===== src/rtl/sprite_plotter_pkg.sv =====
// Shared duck_hunt definitions: plotter FSM states, screen geometry, colour width
// and the default 6x7 bird bitmap.
package duck_hunt_pkg;

  typedef enum logic [1:0] {IDLE, SCAN, DONE} plotter_state_t;

  localparam int SCREEN_W    = 160;
  localparam int SCREEN_H    = 120;
  localparam int COLOUR_BITS = 3;

  // Rows listed bottom (row 6) to top (row 0); within a row the MSB is column 5.
  localparam logic [41:0] BIRD_SPRITE = {
    6'b100001,
    6'b010010,
    6'b011110,
    6'b111111,
    6'b110111,
    6'b011110,
    6'b001100
  };

  function automatic int cnt_bits(input int n);
    return (n > 1) ? $clog2(n) : 1;
  endfunction

endpackage


===== src/rtl/sprite_plotter_if.sv =====
// Request/pixel bus between a sprite requester (master) and sprite_plotter (slave).
interface sprite_plotter_if
  import duck_hunt_pkg::*;
#(
  parameter int SPR_W       = 6,
  parameter int SPR_H       = 7,
  parameter int X_BITS      = 8,
  parameter int Y_BITS      = 7,
  parameter int COLOUR_BITS = duck_hunt_pkg::COLOUR_BITS
);
  logic                     start;
  logic [X_BITS-1:0]        x_org;
  logic [Y_BITS-1:0]        y_org;
  logic [SPR_W*SPR_H-1:0]   sprite_bits;
  logic [COLOUR_BITS-1:0]   colour_in;
  logic [COLOUR_BITS-1:0]   bg_colour;
  logic                     erase;
  logic                     flip_h;

  logic [X_BITS-1:0]        x_out;
  logic [Y_BITS-1:0]        y_out;
  logic [COLOUR_BITS-1:0]   colour_out;
  logic                     plot;
  logic                     busy;
  logic                     done;

  modport master (
    output start, x_org, y_org, sprite_bits, colour_in, bg_colour, erase, flip_h,
    input  x_out, y_out, colour_out, plot, busy, done
  );

  modport slave (
    input  start, x_org, y_org, sprite_bits, colour_in, bg_colour, erase, flip_h,
    output x_out, y_out, colour_out, plot, busy, done
  );
endinterface


===== src/rtl/sprite_plotter_scan_counter.sv =====
// Row-major col/row walker over an SPR_W x SPR_H sprite; wraps to (0,0) after the
// last pixel and flags that pixel with o_last.
module sprite_scan_counter
  import duck_hunt_pkg::*;
#(
  parameter  int SPR_W = 6,
  parameter  int SPR_H = 7,
  localparam int CW    = cnt_bits(SPR_W),
  localparam int RW    = cnt_bits(SPR_H)
) (
  input  logic          clock,
  input  logic          reset,
  input  logic          i_clear,
  input  logic          i_enable,
  output logic [CW-1:0] o_col,
  output logic [RW-1:0] o_row,
  output logic          o_last
);
  logic [CW-1:0] r_col;
  logic [RW-1:0] r_row;
  logic          w_col_end;
  logic          w_row_end;

  assign w_col_end = (r_col == CW'(SPR_W - 1));
  assign w_row_end = (r_row == RW'(SPR_H - 1));

  always_ff @(posedge clock or negedge reset) begin
    // NOTE: sequential state uses non-blocking assignments so every register samples pre-edge values.
    if (!reset) begin
      r_col <= '0;
      r_row <= '0;
    end else if (i_clear) begin
      r_col <= '0;
      r_row <= '0;
    end else if (i_enable) begin
      if (w_col_end) begin
        r_col <= '0;
        r_row <= w_row_end ? '0 : r_row + 1'b1;
      end else begin
        r_col <= r_col + 1'b1;
      end
    end
  end

  assign o_col  = r_col;
  assign o_row  = r_row;
  assign o_last = w_col_end && w_row_end;

endmodule


===== src/rtl/sprite_plotter.sv =====
// Sprite rasteriser: latches a sprite request and emits one registered pixel per clock.
// Build option SPRITE_PLOTTER_CLIP_EN suppresses plot for pixels outside the screen.
module sprite_plotter
  import duck_hunt_pkg::*;
#(
  parameter int SPR_W       = 6,
  parameter int SPR_H       = 7,
  parameter int SCREEN_W    = duck_hunt_pkg::SCREEN_W,
  parameter int SCREEN_H    = duck_hunt_pkg::SCREEN_H,
  parameter int X_BITS      = 8,
  parameter int Y_BITS      = 7,
  parameter int COLOUR_BITS = duck_hunt_pkg::COLOUR_BITS
) (
  input logic             clock,
  input logic             reset,
  sprite_plotter_if.slave bus
);
  localparam int N    = SPR_W * SPR_H;
  localparam int XS   = X_BITS + 1;
  localparam int YS   = Y_BITS + 1;
  localparam int CW   = cnt_bits(SPR_W);
  localparam int RW   = cnt_bits(SPR_H);
  localparam int IDXB = cnt_bits(N);

`ifdef SPRITE_PLOTTER_CLIP_EN
  localparam bit CLIP_EN = 1'b1;
`else
  localparam bit CLIP_EN = 1'b0;
`endif

  plotter_state_t         r_state;
  logic [X_BITS-1:0]      r_x_org;
  logic [Y_BITS-1:0]      r_y_org;
  logic [N-1:0]           r_bits;
  logic [COLOUR_BITS-1:0] r_colour;
  logic                   r_flip;
  logic                   r_scan_end;

  logic [X_BITS-1:0]      r_x_out;
  logic [Y_BITS-1:0]      r_y_out;
  logic [COLOUR_BITS-1:0] r_colour_out;
  logic                   r_plot;
  logic                   r_busy;
  logic                   r_done;

  logic                   w_accept;
  logic                   w_clear;
  logic                   w_enable;
  logic [CW-1:0]          w_col;
  logic [RW-1:0]          w_row;
  logic                   w_last;
  logic [X_BITS-1:0]      w_x_base;
  logic [Y_BITS-1:0]      w_y_base;
  logic [N-1:0]           w_bits;
  logic [COLOUR_BITS-1:0] w_colour;
  logic                   w_flip;
  logic [CW-1:0]          w_col_sel;
  logic [IDXB-1:0]        w_idx;
  logic [XS-1:0]          w_x_sum;
  logic [YS-1:0]          w_y_sum;
  logic                   w_in_screen;
  logic                   w_pixel;

  // The counter sits at (0,0) whenever IDLE; clearing in DONE keeps it there.
  assign w_accept = (r_state == IDLE) && bus.start;
  assign w_clear  = (r_state == DONE);
  assign w_enable = w_accept || ((r_state == SCAN) && !r_scan_end);

  sprite_scan_counter #(
    .SPR_W (SPR_W),
    .SPR_H (SPR_H)
  ) u_counter (
    .clock    (clock),
    .reset    (reset),
    .i_clear  (w_clear),
    .i_enable (w_enable),
    .o_col    (w_col),
    .o_row    (w_row),
    .o_last   (w_last)
  );

  // Pixel (0,0) is emitted on the accept edge, so it is indexed from the live request.
  always_comb begin
    // NOTE: every always_comb output gets a default first, so no path can infer a latch.
    w_x_base = r_x_org;
    w_y_base = r_y_org;
    w_bits   = r_bits;
    w_colour = r_colour;
    w_flip   = r_flip;
    if (r_state == IDLE) begin
      w_x_base = bus.x_org;
      w_y_base = bus.y_org;
      w_bits   = bus.sprite_bits;
      w_colour = bus.erase ? bus.bg_colour : bus.colour_in;
      w_flip   = bus.flip_h;
    end
  end

  assign w_col_sel   = w_flip ? (CW'(SPR_W - 1) - w_col) : w_col;
  assign w_idx       = IDXB'(w_row) * IDXB'(SPR_W) + IDXB'(w_col_sel);
  assign w_x_sum     = {1'b0, w_x_base} + XS'(w_col);
  assign w_y_sum     = {1'b0, w_y_base} + YS'(w_row);
  assign w_in_screen = (w_x_sum < XS'(SCREEN_W)) && (w_y_sum < YS'(SCREEN_H));
  assign w_pixel     = w_bits[w_idx] && (w_in_screen || !CLIP_EN);

  always_ff @(posedge clock or negedge reset) begin
    if (!reset) begin
      // NOTE: the latched request is reset too, so a stray output never shows X after reset.
      r_state      <= IDLE;
      r_x_org      <= '0;
      r_y_org      <= '0;
      r_bits       <= '0;
      r_colour     <= '0;
      r_flip       <= 1'b0;
      r_scan_end   <= 1'b0;
      r_x_out      <= '0;
      r_y_out      <= '0;
      r_colour_out <= '0;
      r_plot       <= 1'b0;
      r_busy       <= 1'b0;
      r_done       <= 1'b0;
    end else begin
      unique case (r_state)
        IDLE: begin
          r_plot <= 1'b0;
          r_busy <= 1'b0;
          r_done <= 1'b0;
          if (w_accept) begin
            r_x_org      <= bus.x_org;
            r_y_org      <= bus.y_org;
            r_bits       <= bus.sprite_bits;
            r_colour     <= w_colour;
            r_flip       <= bus.flip_h;
            r_state      <= SCAN;
            r_busy       <= 1'b1;
            r_x_out      <= w_x_sum[X_BITS-1:0];
            r_y_out      <= w_y_sum[Y_BITS-1:0];
            r_plot       <= w_pixel;
            r_colour_out <= w_colour;
            r_scan_end   <= w_last;
          end
        end
        SCAN: begin
          if (r_scan_end) begin
            r_state    <= DONE;
            r_plot     <= 1'b0;
            r_busy     <= 1'b0;
            r_done     <= 1'b1;
            r_scan_end <= 1'b0;
          end else begin
            r_x_out      <= w_x_sum[X_BITS-1:0];
            r_y_out      <= w_y_sum[Y_BITS-1:0];
            r_plot       <= w_pixel;
            r_colour_out <= w_colour;
            r_scan_end   <= w_last;
          end
        end
        DONE: begin
          r_done  <= 1'b0;
          r_state <= IDLE;
        end
        default: r_state <= IDLE;
      endcase
    end
  end

  assign bus.x_out      = r_x_out;
  assign bus.y_out      = r_y_out;
  assign bus.colour_out = r_colour_out;
  assign bus.plot       = r_plot;
  assign bus.busy       = r_busy;
  assign bus.done       = r_done;

endmodule


===== src/flat_wrapper.sv =====
// flat-port wrapper written by rule: the top's interface ports become plain ports
module sprite_plotter_flat import duck_hunt_pkg::*;
#(
  parameter int SPR_W       = 6,
  parameter int SPR_H       = 7,
  parameter int SCREEN_W    = duck_hunt_pkg::SCREEN_W,
  parameter int SCREEN_H    = duck_hunt_pkg::SCREEN_H,
  parameter int X_BITS      = 8,
  parameter int Y_BITS      = 7,
  parameter int COLOUR_BITS = duck_hunt_pkg::COLOUR_BITS
)
  (clock, reset, bus_start, bus_x_org, bus_y_org, bus_sprite_bits, bus_colour_in, bus_bg_colour, bus_erase, bus_flip_h, bus_x_out, bus_y_out, bus_colour_out, bus_plot, bus_busy, bus_done);
  sprite_plotter_if #(.SPR_W(SPR_W), .SPR_H(SPR_H), .X_BITS(X_BITS), .Y_BITS(Y_BITS), .COLOUR_BITS(COLOUR_BITS)) bus_i ();
  input logic clock;
  input logic reset;
  input wire logic [$bits(bus_i.start)-1:0] bus_start;
  input wire logic [$bits(bus_i.x_org)-1:0] bus_x_org;
  input wire logic [$bits(bus_i.y_org)-1:0] bus_y_org;
  input wire logic [$bits(bus_i.sprite_bits)-1:0] bus_sprite_bits;
  input wire logic [$bits(bus_i.colour_in)-1:0] bus_colour_in;
  input wire logic [$bits(bus_i.bg_colour)-1:0] bus_bg_colour;
  input wire logic [$bits(bus_i.erase)-1:0] bus_erase;
  input wire logic [$bits(bus_i.flip_h)-1:0] bus_flip_h;
  output wire logic [$bits(bus_i.x_out)-1:0] bus_x_out;
  output wire logic [$bits(bus_i.y_out)-1:0] bus_y_out;
  output wire logic [$bits(bus_i.colour_out)-1:0] bus_colour_out;
  output wire logic [$bits(bus_i.plot)-1:0] bus_plot;
  output wire logic [$bits(bus_i.busy)-1:0] bus_busy;
  output wire logic [$bits(bus_i.done)-1:0] bus_done;
  assign bus_i.start = bus_start;
  assign bus_i.x_org = bus_x_org;
  assign bus_i.y_org = bus_y_org;
  assign bus_i.sprite_bits = bus_sprite_bits;
  assign bus_i.colour_in = bus_colour_in;
  assign bus_i.bg_colour = bus_bg_colour;
  assign bus_i.erase = bus_erase;
  assign bus_i.flip_h = bus_flip_h;
  assign bus_x_out = bus_i.x_out;
  assign bus_y_out = bus_i.y_out;
  assign bus_colour_out = bus_i.colour_out;
  assign bus_plot = bus_i.plot;
  assign bus_busy = bus_i.busy;
  assign bus_done = bus_i.done;
  sprite_plotter #(.SPR_W(SPR_W), .SPR_H(SPR_H), .SCREEN_W(SCREEN_W), .SCREEN_H(SCREEN_H), .X_BITS(X_BITS), .Y_BITS(Y_BITS), .COLOUR_BITS(COLOUR_BITS)) u_core (.clock(clock), .reset(reset), .bus(bus_i));
endmodule

===== config.mk =====
export PLATFORM = sky130hd
export DESIGN_NAME = sprite_plotter_flat
export DESIGN_NICKNAME = d
export VERILOG_FILES = /design/src/rtl/sprite_plotter_pkg.sv /design/src/rtl/sprite_plotter_if.sv /design/src/rtl/sprite_plotter_scan_counter.sv /design/src/rtl/sprite_plotter.sv /design/src/flat_wrapper.sv
export SDC_FILE = /design/constraint.sdc
export NUM_CORES = 1
export LEC_CHECK = 0
export ABC_AREA = 1
export BUFFER_PORTS_ARGS = -buffer_cell sky130_fd_sc_hd__buf_4
export CAP_MARGIN = 0
export CORE_MARGIN = 4
export CORE_UTILIZATION = 60
export DETAILED_ROUTE_END_ITERATION = 8
export PLACE_DENSITY_LB_ADDON = 0.2
export SETUP_SLACK_MARGIN = 0.5
export SLEW_MARGIN = 20
export SYNTH_ARGS = -nofsm -noshare
export SYNTH_HDL_FRONTEND = slang
export SYNTH_SLANG_ARGS = --single-unit

===== constraint.sdc =====
create_clock -name clock -period 7.08 [get_ports clock]
set_input_delay 0.708 -clock clock [delete_from_list [all_inputs] [get_ports clock]]
set_output_delay 0.708 -clock clock [all_outputs]
set_load 0.02 [all_outputs]

### After elaboration in Yosys (flattened, before gate mapping)

Cells that the tools add are included.

| storage, ports and cells | value |
|---|---|
| flip-flop bits (word level) | 91 |
| bits of input ports | 68 |

| operators by class | value |
|---|---|
| multiplexer cells | 39 |
| multipliers | 1 |
| reductions and logical operators | 18 |
| $lt $le $gt $ge | 1 |
| equality and inequality tests | 7 |
| add/sub/neg operators | 6 |

Operators with widths:

| cell | count |
|---|---|
| $mux W42 | 1 |
| $mux W3 | 12 |
| $mux W8 | 3 |
| $mux W7 | 3 |
| $pmux W8 S2 | 1 |
| $pmux W7 S2 | 1 |
| $reduce_and A2 Y1 | 6 |
| $mux W1 | 9 |
| $add A8 B3 Y8 | 1 |
| $pmux W1 S2 | 4 |
| $reduce_bool A2 Y1 | 4 |
| $add A7 B3 Y7 | 1 |
| $lt A6 B7 Y1 const B | 1 |
| $add A3 B1 Y3 const B | 2 |
| $add A6 B3 Y6 | 1 |
| $bmux W1 S6 | 1 |
| $eq A3 B3 Y1 const B | 2 |
| $pmux W3 S2 | 1 |
| $mul A3 B2 Y5 const B | 1 |
| $mux W2 | 2 |
| $ne A2 B1 Y1 const B | 2 |
| $pmux W2 S2 | 1 |
| $logic_and A1 B1 Y1 | 3 |
| $reduce_and A3 Y1 | 1 |
| 8 further kinds | 8 |

### Longest topological paths before layout

Gate-level depths: netlist of run 1.

| logic depth | value |
|---|---|
| depth in word-level cells | 8 |
| depth in mapped cells | 16 |

### Modules after synthesis

A second synthesis of run 1 with hierarchy kept.

| second synthesis, totals | value |
|---|---|
| cells, all modules | 714 |
| area, all modules | 5225.0 µm² |

By module, submodules not included:

| module | times used | area an instance (µm²) | cells each | sequential area each (µm²) |
|---|---|---|---|---|
| sprite_plotter | 1 | 4901.0 | 668 | 2127.0 |
| sprite_scan_counter | 1 | 324.1 | 46 | 150.1 |

### Least setup slack after synthesis of run 1

OpenSTA, ideal clock, no wires.

| timing | value |
|---|---|
| kind | reg-to-reg |
| start point | register u_core.r_state[0] |
| end point | register u_core.r_x_out[7] (netlist: u_core.bus.x_out[7]) |
| cell stages (with the launch flop) | 16 |
| required time | 6.948 ns |
| arrival | 2.441 ns |
| setup slack | 4.507 ns |
| period minus slack after synthesis | 2.573 ns |
| cell sequence | dfrtp_1 > inv_2 > nand2_2 > buf_6 > buf_4 > clkbuf_1 > o21ai_0 > ha_1 > nand3_1 > and2_0 > or2_1 > nor2_2 > nand2_1 > nor2_1 > xnor2_1 > o21ai_1 |

| between the ends | value |
|---|---|
| cells in the longest elaborated chain, start to end | 5 |
| elaborated cells on any way between the ends | 12 |
| those cells by class | add/sub (1); eq/ne (3); mux (4); reduce/logical (4) |

Ends and longest elaborated chain:

| what | RTL line | text |
|---|---|---|
| start, declared | sprite_plotter.sv:31 | `plotter_state_t r_state;` |
| start signal, assigned | sprite_plotter.sv:109 | `r_state <= IDLE;` |
| start signal, assigned | sprite_plotter.sv:134 | `r_state <= SCAN;` |
| start signal, assigned | sprite_plotter.sv:145 | `r_state <= DONE;` |
| $logic_not A2 Y1 | sprite_plotter.sv:65, sprite_plotter.sv:90, sprite_plotter.sv:123 |  |
| $mux W8 | sprite_plotter.sv:90 | `if (r_state == IDLE) begin` |
| $add A8 B3 Y8 | sprite_plotter.sv:101 | `assign w_x_sum = {1'b0, w_x_base} + XS'(w_col);` |
| $mux W8 (on tied branches) | sprite_plotter.sv:144, sprite_plotter.sv:128 |  |
| $pmux W8 S2 | sprite_plotter.sv:123 | `unique case (r_state)` |
| end signal, assigned | sprite_plotter.sv:136 | `r_x_out <= w_x_sum[X_BITS-1:0];` |
| end signal, assigned | sprite_plotter.sv:151 | `r_x_out <= w_x_sum[X_BITS-1:0];` |
| end, declared | sprite_plotter.sv:39 | `logic [X_BITS-1:0] r_x_out;` |

Several ways; a longest one is shown, not always the timed one. The select of a mux whose other input is x is not followed.
A chain may end at the register's enable or synchronous reset.

### Final worst setup path of run 1

| timing | value |
|---|---|
| start point | register u_core.r_state[0] |
| end point | register u_core.r_plot (netlist: u_core.bus.plot) |

| between the ends | value |
|---|---|
| cells in the longest elaborated chain, start to end | 8 |
| elaborated cells on any way between the ends | 13 |
| those cells by class | add/sub (1); eq/ne (1); mux (8); reduce/logical (3) |

Ends and longest elaborated chain:

| what | RTL line | text |
|---|---|---|
| $logic_not A2 Y1 | sprite_plotter.sv:65, sprite_plotter.sv:90, sprite_plotter.sv:123 |  |
| $mux W1 | sprite_plotter.sv:90 |  |
| $mux W3 | sprite_plotter.sv:99 | `assign w_col_sel = w_flip ? (CW'(SPR_W - 1) - w_col) : w_col;` |
| $add A6 B3 Y6 | sprite_plotter.sv:100 | `assign w_idx = IDXB'(w_row) * IDXB'(SPR_W) + IDXB'(w_col_sel);` |
| $bmux W1 S6 | sprite_plotter.sv:104 | `assign w_pixel = w_bits[w_idx] && (w_in_screen \|\| !CLIP_EN);` |
| $mux W1 (implied by the code) | sprite_plotter.sv:104 |  |
| $mux W1 (on tied branches) | sprite_plotter.sv:144, sprite_plotter.sv:128 |  |
| $pmux W1 S2 | sprite_plotter.sv:123 |  |
| end signal, assigned | sprite_plotter.sv:138 | `r_plot <= w_pixel;` |
| end signal, assigned | sprite_plotter.sv:153 | `r_plot <= w_pixel;` |
| end, declared | sprite_plotter.sv:42 | `logic r_plot;` |

Several ways; a longest one is shown, not always the timed one. The select of a mux whose other input is x is not followed.

==> impl_metrics.tcl, run 1 <==
set metrics [dict create \
    die_area_um2 10200 \
    critPathMaxFanout 50 \
    netlist_instances 708 \
    report.power.total_mw 3.28 \
    skew_ps 9.54 \
    first_iter_violations 322 \
    setup_viol 0 \
    antenna_cells 0 \
    cts_buffer_depth 2 \
    end_kind "flop" \
    mostFrequentLayoutCells "nand2_1, buf_4, dfrtp_1" \
    nets 863 \
    cts_tree "yes" \
    vias 4824 \
    drc 0 \
    clk_pin_slew_worst_paths_ps 90 \
    grt_overflow 0 \
    yosys_warnings 0 \
    crit_slowest_cell "nor2_4" \
    period_share 0.535 \
    die_w_um 101 \
    coreArea_um2 8340 \
    p_leak_nw 3.16 \
    routed_wl_um 12500 \
    ys_types 34 \
    max_freq_ghz 0.264 \
    vdd_drop_max_v 0.000254 \
    synth_seq_area_share 0.437 \
    grt.total_usage 0.251 \
    ant_nets 0 \
    core.rowCount 33 \
    grt_pass1_wl_um 20700 \
    min_path_type "in -> async" \
    start_util 0.625 \
    cp.required_ps 7390 \
    period_minus_slack_ps 3790 \
    ys.flop_type "dfrtp_1" \
    cts_setup_buffers 0 \
    fin_hold_ws_ps 341 \
    die_y_um 101 \
    relSlewSlack 0.344 \
    tns_ps 0 \
    slew_violations 0 \
    clk_latency_ps 360 \
    clock-sinks 91 \
    final_common_cell "nand2_1" \
    clockRootBuffer "clkbuf_8" \
    ios 89 \
    syn-mean-instance-area_um2 7.36 \
    h-tree-depth 3 \
    async_flop_share 1.00 \
    grt_pass1_vias 4589 \
    stdcell_area_um2 6070 \
    worst_pin_slew_ps 982 \
    setup.worst_path.class "reg -> reg" \
    synth_edf_count 0 \
    drtPass1Iterations 4 \
    arrival_ps 4100 \
    startpoint "u_core.r_state[0]" \
    path_cells "nor2_4 > buf_4 > nand2_1 > nand2_1 > nand2_1 > o21ai_0 > inv_1 > fa_1 > inv_1 > a21oi_1 > nand2_1 > nand3_1 > nand3_1 > nand3_1 > nand2_1 > nand2_1" \
    numCtsBuffers 9 \
    dpl_cell_area_um2 5860 \
    gp_congestion 0.893 \
    wl_per_cell_um 14.0 \
    rsz0062_at_grt "no" \
    power_density_nw_per_um2 541 \
    dp_hpwl_um 8580 \
    ctsHoldBuffers 0 \
    maxCapViolations 0 \
    post_cts_resize_count 0 \
    synth_area_um2 5210 \
    via_per_inst 5.44 \
    path_common_cell "nand2_1" \
    drive_gt1_frac 0.160 \
    hold_violations 0 \
    run_status "finished, final reports clean" \
    numPortBuffers 88 \
    r2r-start "u_core.r_state[0]" \
    area_growth_pct 16.5 \
    crit_path_start_kind "flop" \
    ys_seq_elements 91 \
    synth_nets 794 \
    grt_max_degree 85 \
    antenna_found_initial 0 \
    critical-path-max-stage-delay_ps 790 \
]
[where the power goes]
part | leakage, nW | switching (mW) | total [mW] | internal (mW)
logic | 1.93 | 1.22 | 1.96 | 0.737
registers | 1.13 | 0.160 | 0.945 | 0.785
clock network | 0.106 | 0.196 | 0.380 | 0.184
total | 3.16 | 1.58 | 3.28 | 1.71
[layout make-up]
| cell class | instances | area, um^2 |
|---|---|---|
| timing repair buffer | 92 | 691 |
| clock inverter | 5 | 60.1 |
| clock buffer | 11 | 151 |
| multi-input combinational | 508 | 2480 |
| tap | 105 | 131 |
| fill | 676 | 2270 |
| sequential | 91 | 2280 |
| inverter | 75 | 282 |
[cell families after synthesis]
kind of cell	synth area share
simple gates	0.280
compound gates	0.125
buf+inv	0.0874
flops	0.437
fa+ha+maj	0.0490
xor+xnor	0.0219
[state kept, by name (all words and copies together), names as in the netlist]
register,cells
u_core.r_bits,42
u_core.r_state,2
u_core.r_x_org,8
u_core.r_y_org,7
u_core.bus.x_out,8
u_core.bus.busy,1
u_core.bus.done,1
u_core.u_counter.o_row,3
u_core.bus.colour_out,3
u_core.r_scan_end,1
u_core.r_flip,1
u_core.r_colour,3
u_core.bus.y_out,7
u_core.u_counter.o_col,3
u_core.bus.plot,1
[worst max-delay path: cells and delay by family (launching register included)]
family / cells / cell delay [ps]
AND/OR/NAND/NOR: 10 / 1560
buffers and inverters: 3 / 800
adder cells (fa/ha/maj): 1 / 640
flip-flops: 1 / 470
AO/OA/AOI/OAI: 2 / 250
[cell usage after synthesis, types with 2 or more instances]
cell type    n  area (um^2)
xnor2_1     10         87.6
and2_0       2         12.5
xor2_1       3         26.3
dfrtp_1     91         2280
buf_6        3         33.8
nor2_1      64          240
a21oi_1     38          190
o22ai_1      5         31.3
nand4_1      2         12.5
inv_2        5         18.8
nand3_2      2         20.0
fa_1         4         80.1
buf_2       10         50.1
o21ai_1      9         45.0
ha_1        14          175
nand2_1    219          822
buf_4        3         22.5
nand2_4      3         33.8
clkbuf_1    17         63.8
nand3b_1     2         15.0
inv_1       70          263
o21ai_0     74          370
nand3_1     47          235
[stage by stage]
step | cells | util | setup slack [ps]
after floorplan | 708 | - | 4510
after global placement | 871 | 0.703 | 3500
after detailed placement | 871 | 0.703 | 3350
after CTS | 887 | 0.728 | 3290
after global routing | 887 | 0.728 | 2930
final | 887 | 0.728 | 3290
[routing by layer]
metal  track usage  wire length (um)  vias up
met5             0                 0        -
met4        0.0736               210        0
met3        0.0523               816       22
met2         0.432              6270      169
met1         0.320              5170     2261
li1              -                 -     2372
[path summary, 6_finish.rpt]
| kind | end | slack, ps | cells after the start |
|---|---|---|---|
| setup / recovery | u_core.bus.plot | 3290 | 16 |
| hold / removal | u_core.r_x_org[5] | 340 | 1 |
| setup reg to reg | u_core.bus.plot | 3290 | 16 |
| hold reg to reg | u_core.bus.y_out[1] | 490 | 2 |
| max in group asynchronous | u_core.r_bits[30] | 5690 | 2 |
| min in group clock | u_core.bus.y_out[1] | 490 | 2 |
No activity file was read; power rests on OpenSTA's default activity.
==> run 2, diff against run 1 <==
ABC_AREA = 0   (was 1)
CORE_UTILIZATION = 57   (was 60)
clock period = 3.8 ns   (was 7.08 ns; I/O delays follow)
==> run 2 against run 1 <==
Sequential power increased by 56%. Maximum frequency increased by 22%. Global-route usage decreased by 2.4 points. Count of clock-buffer cells in the layout decreased by 1. Hold slack got worse by 260 ps. Clock power increased by 72%. Critical path type unchanged. Setup slack got worse by 2600 ps.
==> impl_metrics.tcl, run 2 <==
set metrics [dict create \
    crit_path_start_kind "flop" \
    period_share 0.817 \
    ys.flop_type "dfrtp_1" \
    synth_area_um2 5180 \
    hold_violations 0 \
    syn-mean-instance-area_um2 11.0 \
    mostFrequentLayoutCells "buf_4, dfrtp_1, mux2_2" \
    skew_ps 12.1 \
    worst_pin_slew_ps 938 \
    placed_cells 648 \
    rsz0062_at_grt "no" \
    ys_seq_elements 91 \
    cts_tree "yes" \
    synth_nets 555 \
    ys_types 53 \
    max_freq_ghz 0.322 \
    cts_buffer_depth 2 \
    run_status "finished, final reports clean" \
    clock-sinks 91 \
    timing.reg2reg.setup_slack_ps 700 \
    coreArea_um2 8760 \
    finalNonFillerCells 663 \
    ant_nets 0 \
    drc 0 \
    grt_overflow 0 \
    area_growth_pct 18.1 \
    critPathMaxFanout 14 \
    drtPass1Iterations 4 \
    die_w_um 103 \
    synth_edf_count 0 \
    synth.most_common_cell "dfrtp_1" \
    synth_largest_area_cell "dfrtp_1" \
    antenna_cells 0 \
    synth_area_leaders "dfrtp_1, mux2_2, mux2i_1, nand2_1, ha_1" \
    core.rowCount 34 \
    crit_slowest_cell "fa_1" \
    die_y_um 103 \
    grt_pass1_vias 3847 \
    synth_seq_area_share 0.440 \
    final_common_cell "buf_4" \
    grt_pass1_wl_um 18700 \
    power_density_nw_per_um2 736 \
    ff2ff_path_depth 11 \
    clk_latency_ps 370 \
    antenna_found_initial 0 \
    netlist_instances 469 \
    wl_per_cell_um 17.4 \
    report.power.total_mw 4.50 \
    h-tree-depth 3 \
    numCtsBuffers 9 \
    setup_viol 0 \
    maxCapViolations 0 \
    startpoint "u_core.r_state[0]" \
    vdd_drop_max_v 0.000329 \
    slew_violations 0 \
    vias 3846 \
    largest_reg_flops 42 \
    period_minus_slack_ps 3100 \
    yosys_warnings 0 \
    tns_ps 0 \
    setup.worst_path.class "reg -> reg" \
    yosysTopAreaCellShare 0.440 \
    numPortBuffers 88 \
    gp_congestion 0.818 \
    die_area_um2 10700 \
    critical-path-max-stage-delay_ps 540 \
    relSlewSlack 0.375 \
    min_path_type "in -> async" \
    r2r-start "u_core.r_state[0]" \
    clockRootBuffer "clkbuf_8" \
    dp_hpwl_um 8380 \
    arrival_ps 3400 \
    netlist_top_cells_count "dfrtp_1, mux2_2, nand2_1" \
    cp.required_ps 4090 \
    first_iter_violations 112 \
    path_cells "o21a_1 > nor2_1 > mux2_2 > inv_1 > fa_1 > inv_1 > mux4_2 > mux2i_1 > nor2_1 > a211oi_2 > a2bb2oi_1" \
    grt.total_usage 0.227 \
    start_util 0.591 \
    nets 637 \
    setup_slack_ps 696 \
    grt_max_degree 64 \
    top_register "u_core.r_bits" \
    async_flop_share 1.00 \
    ios 89 \
    via_per_inst 5.80 \
    drive_gt1_frac 0.346 \
    p_leak_nw 2.86 \
    end_kind "flop" \
    clk_pin_slew_worst_paths_ps 90 \
    routed_wl_um 11500 \
    place_ws_ps 709 \
]
-- run 2: power by group --
part           internal (mW)  switching [mW]  total [mW]
Sequential              1.24           0.227        1.47
Combinational           1.16            1.22        2.38
Clock                  0.304           0.348       0.652
Total                   2.70            1.80        4.50
-- run 2: area by class of cell --
class | count | area (um^2)
Fill cell | 684 | 2650
Sequential cell | 91 | 2280
Inverter | 10 | 37.5
Clock buffer | 10 | 128
Tap cell | 108 | 135
Clock inverter | 5 | 62.6
Multi-Input combinational cell | 343 | 2740
Timing Repair Buffer | 96 | 733
-- run 2: path summary, 6_finish.rpt --
path,to
worst max-delay path,u_core.bus.plot
worst min-delay path,u_core.r_y_org[0]
worst max register to register,u_core.bus.plot
worst min register to register,u_core.bus.y_out[1]
max in group asynchronous,u_core.r_bits[20]
min in group clock,u_core.r_x_org[1]
-- run 2: per-layer routing --
layer / wire (um) / track usage
met4: 200 / 0.0847
met2: 5560 / 0.366
met1: 5140 / 0.313
met5: 0 / 0
met3: 623 / 0.0342
-- run 2: logic make-up after synthesis --
group	share of synthesized area
AOI/OAI and AO/OA	0.0923
xor gates and xnor gates	0.0358
adders and majority gates	0.0493
buffers and inverters	0.0319
DFF	0.440
muxes	0.249
and+or+nand+nor	0.102
-- run 2: stage by stage --
stage | area (um^2) | util | hold WS, ps
2_1_floorplan | 5180 | - | 84.4
3_5_place_dp | 5920 | 0.676 | 471
3_3_place_gp | 5920 | 0.676 | 461
6_report | 6120 | 0.698 | 78.6
5_1_grt | 6120 | 0.698 | 156
4_1_cts | 6110 | 0.697 | 118
-- run 2: worst max-delay path, delay by kind of cell (launching register included) --
kind                       cells  cell delay [ps]
muxes                          3              840
DFF                            1              530
AOI/OAI and AO/OA              3              670
adders and majority gates      1              540
buffers and inverters          2              280
and+or+nand+nor                2              170
-- run 2: timing repair --
item | in CTS | in global routing
setup buffers | 0 | 0
setup endpoints to repair | 0 | 1
hold buffers | 0 | 0
gates resized for setup | 0 | 1
==> run 3, diff against run 2 <==
ABC_AREA = 1   (was 0)
CORE_UTILIZATION = 51   (was 57)
clock period = 2.7 ns   (was 3.8 ns; I/O delays follow)
==> run 3 against run 2 <==
Total power up 110%. Core utilization down 3.2 points. Routed wire length up 15%. Clock power up 31%. Register-to-register slack worse by 330 ps. Cell count up 43%. Global-route usage down 0.13 points. Sequential power up 69%. Critical path depth unchanged. Largest cell class unchanged. Largest power group unchanged. Highest routed layer unchanged.
==> impl_metrics.tcl, run 3 (same netlist as run 1, synthesis figures left out) <==
set metrics [dict create \
    run_status "finished, final reports clean" \
    largest_reg_flops 42 \
    grt_pass1_wl_um 21200 \
    grt_pass1_vias 4690 \
    power_density_nw_per_um2 1460 \
    setup.worst_path.class "reg -> reg" \
    pwr-share-seq 0.258 \
    vdd_drop_max_v 0.000719 \
    die_area_um2 11900 \
    p_clk_frac 0.089 \
    cts_buffer_depth 2 \
    antenna_found_initial 0 \
    report.power.total_mw 9.62 \
    dpl_cell_area_um2 5970 \
    final_util 0.666 \
    coreArea_um2 9860 \
    period_share 0.865 \
    via_per_inst 5.14 \
    skew_ps 19.0 \
    max_freq_ghz 0.428 \
    gp_congestion 0.944 \
    grt_overflow 0 \
    area_growth_pct 26.1 \
    dp_hpwl_um 8830 \
    grt_max_degree 56 \
    clk_latency_ps 370 \
    slew_violations 0 \
    relSlewSlack 0.567 \
    maxCapViolations 0 \
    num-fill-cells 835 \
    core.rowCount 36 \
    cp.required_ps 3010 \
    clock-sinks 91 \
    end_kind "flop" \
    first_iter_violations 320 \
    die_w_um 109 \
    min_path_type "in -> reg" \
    fin_hold_ws_ps 105 \
    final_common_cell "nand2_1" \
    crit_path_start_kind "flop" \
    numCtsBuffers 9 \
    period_minus_slack_ps 2340 \
    mostFrequentLayoutCells "nand2_1, buf_4, dfrtp_1" \
    ios 89 \
    cts_tree "yes" \
    wl_per_cell_um 14.0 \
    critPathMaxFanout 5 \
    drtPass1Iterations 5 \
    setup_viol 0 \
    p_comb_frac 0.653 \
    drive_gt1_frac 0.245 \
    nets 897 \
    netSwitchingPower_mw 4.55 \
    stdcell_area_um2 6570 \
    h-tree-depth 3 \
    vias 4869 \
    rsz0062_at_grt "yes" \
    numPortBuffers 88 \
    clockRootBuffer "clkbuf_8" \
    seqCellArea_um2 2280 \
    worst_pin_slew_ps 650 \
    clk_pin_slew_worst_paths_ps 90 \
    start_util 0.528 \
    tns_ps 0 \
    hold_violations 0 \
    switching_share 0.473 \
    p_int_mw 5.07 \
    top_register "u_core.r_bits" \
    routed_wl_um 13300 \
    multi_input_area_um2 2710 \
    ant_nets 0 \
    die_y_um 109 \
    p_leak_nw 3.33 \
    antenna_cells 0 \
    drc 0 \
    grt.total_usage 0.226 \
    arrival_ps 2640 \
]
[run 3: final timing paths]
path	start	end	slack, ps	depth (start not counted)
max in group asynchronous	reset	u_core.r_state[0]	1460	3
setup / recovery	u_core.u_counter.o_col[2]	u_core.bus.plot	360	11
hold reg to reg	u_core.r_bits[2]	u_core.r_bits[2]	490	2
hold / removal	bus_sprite_bits[11]	u_core.r_bits[11]	100	3
min in group asynchronous	reset	u_core.bus.colour_out[2]	470	2
setup reg to reg	u_core.u_counter.o_col[2]	u_core.bus.plot	360	11
[run 3: metal layers]
layer	part of all wire	vias up	global-route usage
li1	-	2442	-
met1	0.43	2255	0.282
met2	0.49	152	0.382
met3	0.060	20	0.0568
met4	0.017	0	0.0775
met5	0	-	0
[run 3: repair_timing]
item,CTS,global route
gates cloned,1,0
resized for setup,23,36
setup buffers,14,10
hold buffers,1,0
pin swaps,12,29
setup endpoints to repair,6,7
hold endpoints to repair,48,0
[run 3: power by group through the flow]
stage               Clock (mW)  Combinational, mW  Sequential [mW]
global placement             0               4.94             2.46
floorplan                    0               3.77             2.59
CTS                      0.876               5.59             2.47
finish                   0.854               6.28             2.48
detailed placement           0               5.17             2.49
global route             0.931               7.04             2.56
[run 3: stage by stage]
step / cells / setup slack (ps)
global route: 948 / 214
global placement: 907 / 261
finish: 948 / 363
floorplan: 708 / 318
CTS: 938 / 448
detailed placement: 907 / 59.4
[run 3: final cells by class]
cell class / instances / share of cell area
multi-input cells: 509 / 0.412
flip-flops and latches: 91 / 0.347
repair buffers: 125 / 0.145
inverters: 75 / 0.0440
well taps: 133 / 0.0253
clock buffers: 10 / 0.0209
clock inverters: 5 / 0.00571
[run 3: critical path, cell delays in order (launching register included)]
cell and delay, ps:
dfrtp_2 470, ha_4 280, inv_1 40, o21ai_2 160
inv_1 70, fa_2 600, nand4_1 150, a21oi_2 200
nand2_1 90, a21oi_2 120, nand2_1 50, nand2_1 60
